$ cat src/rtl/serial_scan_ctrl_pkg.sv
// Shared types and constants for the serial scan controller and its pair detector.
package serial_scan_ctrl_pkg;

    typedef enum logic [1:0] {
        IDLE  = 2'd0,
        SHIFT = 2'd1,
        DONE  = 2'd2
    } scan_state_t;

    localparam int unsigned W_DEFAULT = 8;
    localparam int unsigned CNT_W     = 4;
    // W never exceeds 16, so W-1 always fits in four bits.
    localparam int unsigned IDX_W     = 4;

endpackage

$ cat src/rtl/serial_scan_ctrl_pair_det.sv
// Two-consecutive-ones detector over a serial bit stream.
// The match output flags the current din completing a 1-1 pair.
module pair_det (
    input  logic ck,
    input  logic rst,
    input  logic clr,
    input  logic en,
    input  logic din,
    output logic match
);

    logic prev_r;

    // Remembers the previously presented bit; cleared at the start of every word.
    always_ff @(posedge ck) begin
        if (rst) begin
            prev_r <= 1'b0;
        end else if (clr) begin
            prev_r <= 1'b0;
        end else if (en) begin
            prev_r <= din;
        end else begin
            prev_r <= prev_r;
        end
    end

    assign match = en & din & prev_r;

endmodule

$ cat src/rtl/serial_scan_ctrl.sv
// Serial scan controller: shifts a captured word out MSB-first and counts
// overlapping pairs of consecutive ones, pulsing done after a fixed latency.
module serial_scan_ctrl
    import serial_scan_ctrl_pkg::*;
#(
    parameter int unsigned W = W_DEFAULT
) (
    input  logic             ck,
    input  logic             rst,
    input  logic             start,
    input  logic [W-1:0]     word_in,
    output logic             busy,
    output logic             done,
    output logic             hit,
    output logic [CNT_W-1:0] count,
    output logic             bit_out
);

    scan_state_t      state_r;
    logic [W-1:0]     sr_r;
    logic [IDX_W-1:0] idx_r;
    logic [CNT_W-1:0] count_r;
    logic             hit_r;
    logic             busy_r;
    logic             done_r;
    logic             accept_s;
    logic             shift_en_s;
    logic             match_s;

    assign accept_s   = (state_r == IDLE) & start;
    assign shift_en_s = (state_r == SHIFT);

    pair_det u_pair_det (
        .ck    (ck),
        .rst   (rst),
        .clr   (accept_s),
        .en    (shift_en_s),
        .din   (sr_r[W-1]),
        .match (match_s)
    );

    // Scan sequencer: capture on accept, shift one bit per cycle, one-cycle DONE.
    always_ff @(posedge ck) begin
        if (rst) begin
            state_r <= IDLE;
            sr_r    <= {W{1'b0}};
            idx_r   <= {IDX_W{1'b0}};
            count_r <= {CNT_W{1'b0}};
            hit_r   <= 1'b0;
            busy_r  <= 1'b0;
            done_r  <= 1'b0;
        end else begin
            hit_r  <= 1'b0;
            done_r <= 1'b0;
            case (state_r)
                IDLE: begin
                    if (start) begin
                        sr_r    <= word_in;
                        idx_r   <= IDX_W'(W - 1);
                        count_r <= {CNT_W{1'b0}};
                        busy_r  <= 1'b1;
                        state_r <= SHIFT;
                    end else begin
                        busy_r  <= 1'b0;
                        state_r <= IDLE;
                    end
                end
                SHIFT: begin
                    // Zero fill leaves the register clear once the word is out,
                    // which keeps bit_out low back in IDLE.
                    sr_r <= {sr_r[W-2:0], 1'b0};
                    if (match_s) begin
                        count_r <= count_r + CNT_W'(1);
                        hit_r   <= 1'b1;
                    end else begin
                        count_r <= count_r;
                    end
                    if (idx_r == {IDX_W{1'b0}}) begin
                        done_r  <= 1'b1;
                        state_r <= DONE;
                    end else begin
                        idx_r   <= idx_r - IDX_W'(1);
                        state_r <= SHIFT;
                    end
                end
                DONE: begin
                    busy_r  <= 1'b0;
                    state_r <= IDLE;
                end
                default: begin
                    sr_r    <= {W{1'b0}};
                    busy_r  <= 1'b0;
                    state_r <= IDLE;
                end
            endcase
        end
    end

    assign busy    = busy_r;
    assign done    = done_r;
    assign hit     = hit_r;
    assign count   = count_r;
    assign bit_out = sr_r[W-1];

endmodule
$ cat config.mk
export PLATFORM = sky130hd
export DESIGN_NAME = serial_scan_ctrl
export DESIGN_NICKNAME = d
export VERILOG_FILES = /design/src/rtl/serial_scan_ctrl_pkg.sv /design/src/rtl/serial_scan_ctrl_pair_det.sv /design/src/rtl/serial_scan_ctrl.sv
export SDC_FILE = /design/constraint.sdc
export NUM_CORES = 1
export LEC_CHECK = 0
export ABC_AREA = 0
export BUFFER_PORTS_ARGS = -buffer_cell sky130_fd_sc_hd__buf_2
export CAP_MARGIN = 20
export CORE_UTILIZATION = 52
export CTS_CLUSTER_DIAMETER = 50
export CTS_CLUSTER_SIZE = 30
export DETAILED_ROUTE_END_ITERATION = 10
export PLACE_DENSITY_LB_ADDON = 0.12
export RECOVER_POWER = 25
export SLEW_MARGIN = 20
export SYNTH_ARGS = -nofsm -noshare
export SYNTH_HDL_FRONTEND = slang
export SYNTH_SLANG_ARGS = --single-unit
$ cat constraint.sdc
create_clock -name ck -period 1.7 [get_ports ck]
set_input_delay 0.085 -clock ck [delete_from_list [all_inputs] [get_ports ck]]
set_output_delay 0.085 -clock ck [all_outputs]
set_load 0.02 [all_outputs]
==> run metrics <==
layout cells sized above 1 19.8%; Netlist cell types 30; Post-DP Area approximately 0.0011 sq mm; crit path max fanout 5; clk root buf clkbuf_4; worst rel slew slack about 71%; Slew Limit Fails 0; Comb pwr share 20.0%; largest net degree at the start of global routing 23; Total Routing Usage GR around a quarter; leading area contributor after synthesis dfxtp_1; clk_lat worst skew approximately 320 ps; CP endpoint kind flip-flop; Int Pwr a little over 900 uW; Yosys warning count 0; drt initial violations 15; Diodes inserted 0; reg2reg path depth 6; hold bufs inserted after CTS 0; # resized after CTS 0; PortBufs 18; Worst-Margin Slew ~430 ps; CP Class flip-flop to flip-flop; initial antenna violation count 0; Startpoint Class flip-flop; Leak approximately 0.00052 uW; worst r2r src idx_r[0]; CP Launch Point idx_r[0]; Vias/cell around 5.5; Die Y about 45 um; clock sink count 22; RSZ-0062 raised after global routing false; PwrDens 1090 mW/mm^2; post-synthesis net count 113; Syn Inst Count 100; NetSw 333 uW; Net Sw Frac between 20% and 30%; Critical Path RT around 1900 ps; Routed WL per cell about 14 um; reg-to-reg slack, setup approximately 220 ps; vias just over 800; clock share of power 32.3%; Synth Area per Inst 9.75 sq um; CTS clk-pin slew, worst paths 130 ps; GPL Wtd Cong 0.773; global-route wire length before repair 3460 um; post-synthesis sequential area ratio between 40 and 50%; Area Growth Syn to Fin 17.1%; Core Region ~0.0017 sq mm; detailed-route DRC error count 0; nets ~140; # rows 15; Setup Fix Bufs, Post-CTS 0; Worst Hold Class primary input to flip-flop; most common cell after layout, fill and taps aside dfxtp_1; IO Pins 19; Synth area leaders dfxtp_1 (45%), mux2i_1 (9.2%), a2bb2oi_1 (6.3%); CTS tree built; Initial Utilization 55.8%; R2R Path End idx_r[3]; Seq pwr share 47.7%; Total Wirelength 2050 um; Worst Setup EP idx_r[3]; Inserted Clock Buffers 3; vias in the first global route about 810; Setup TNS Final 0 ps; f_max about 0.68 GHz; Max H-tree Level 1; synthesized area 975 sq um; total grt overflow 0; most frequent cells in the layout dfxtp_1 (22), nor2_1 (15), buf_2 (11), mux2i_1 (9), nor3_1 (9); post-synth top area share a little under half; Peak VDD IR slightly below 0.7 mV; hpwl dp between 1000 and 1500 um; fin crit share 86.8%; Design Area, Final 0.00114 sq mm; Max Clock Skew about 10 ps; final worst path period need approximately 1500 ps; DIE WIDTH roughly 45 um; # Max-Cap Violations 0; WP data arrival around 1700 ps; Synth Register Bits 22; drt pass-1 iters 3; final setup vio count 0; die footprint slightly above 0.002 sq mm; run status complete, no violations; Final Util 65.4%; Final ANT Viol Nets 0; clock buffer depth 2; final hold violations 0; # fillers about 150
per-layer routing:
| metal | vias up | share of wire [%] | global-route usage (%) |
|---|---|---|---|
| met3 | 7 | 2.9 | 4.80 |
| li1 | 403 | - | - |
| met5 | - | 0 | 0 |
| met4 | 0 | 2.6 | 12.7 |
| met1 | 381 | 45 | 27.6 |
| met2 | 16 | 50 | 42.3 |
cells by family after synthesis:
| kind of cell | count (synthesis) | share of synthesized area, % |
|---|---|---|
| AND/OR/NAND/NOR | 39 | 23.6 |
| flip-flops | 22 | 45.2 |
| AO/OA/AOI/OAI | 20 | 14.8 |
| multiplexers | 9 | 9.24 |
| buffers and inverters | 7 | 3.72 |
| adder cells (fa/ha/maj) | 2 | 2.57 |
| XOR/XNOR | 1 | 0.899 |
final cells by class:
cell class | count | area, sq um | area share [%]
Clock buffer | 3 | 22.5 | 1.97
Sequential cell | 22 | 440 | 38.6
Inverter | 2 | 7.51 | 0.658
Clock inverter | 1 | 30.0 | 2.63
Tap cell | 25 | 31.3 | 2.74
Multi-Input combinational cell | 71 | 498 | 43.6
Timing Repair Buffer | 22 | 111 | 9.76
how the worst min path moves through the flow:
stage          slack, ps    endpoint  startpoint  depth (start not counted)
3_3_place_gp         390     sr_r[0]  word_in[0]                          3
4_1_cts               80     sr_r[0]  word_in[0]                          3
2_1_floorplan        160  state_r[1]         rst                          1
3_5_place_dp         420     sr_r[0]  word_in[0]                          3
6_report              90     sr_r[0]  word_in[0]                          3
5_1_grt               90     sr_r[0]  word_in[0]                          3
registers in the layout (all words and copies together) (netlist names):
signal	cells
count	4
sr_r	8
busy	1
hit	1
state_r	2
u_pair_det.prev_r	1
idx_r	4
done	1
synthesized netlist by cell type:
library cell  number
clkbuf_1           2
nand3_1            1
nand2b_1           1
nor3_1             9
buf_2              2
dfxtp_1           22
nand3b_1           1
mux2i_1            9
nand2_1            3
and4bb_1           1
and4b_1            1
or3b_1             1
buf_6              1
nor2b_2            1
ha_1               2
nand4b_4           1
a2bb2oi_1          7
or3_1              1
nor2_1            15
a211oi_1           4
a21oi_2            1
a31oi_1            1
inv_1              2
nor2b_1            1
nor3_2             1
o21bai_1           1
a21oi_1            5
nor3b_2            1
o21ai_1            1
xnor2_1            1
power groups by stage:
stage / Sequential, uW / Combinational [uW] / Clock, uW
6_report: 592 / 249 / 402
5_1_grt: 599 / 277 / 428
4_1_cts: 593 / 251 / 412
3_5_place_dp: 604 / 248 / 0
3_3_place_gp: 600 / 238 / 0
2_1_floorplan: 600 / 184 / 0
critical path: stages (launching register included):
cell      delay [ps]
dfxtp_1          390
inv_1             60
ha_1             270
and4bb_1         270
nor3_2           200
xnor2_1          140
nor3_1            60
through the flow:
step,power (uW),setup slack [ps],hold WS (ps),std cells
after detailed placement,852,232,416,142
final,1240,224,86.3,146
after CTS,1260,207,78.5,146
after global placement,839,260,386,142
after floorplan,784,371,163,100
after global routing,1300,107,94.6,146
No activity file was read; power rests on OpenSTA's default activity.
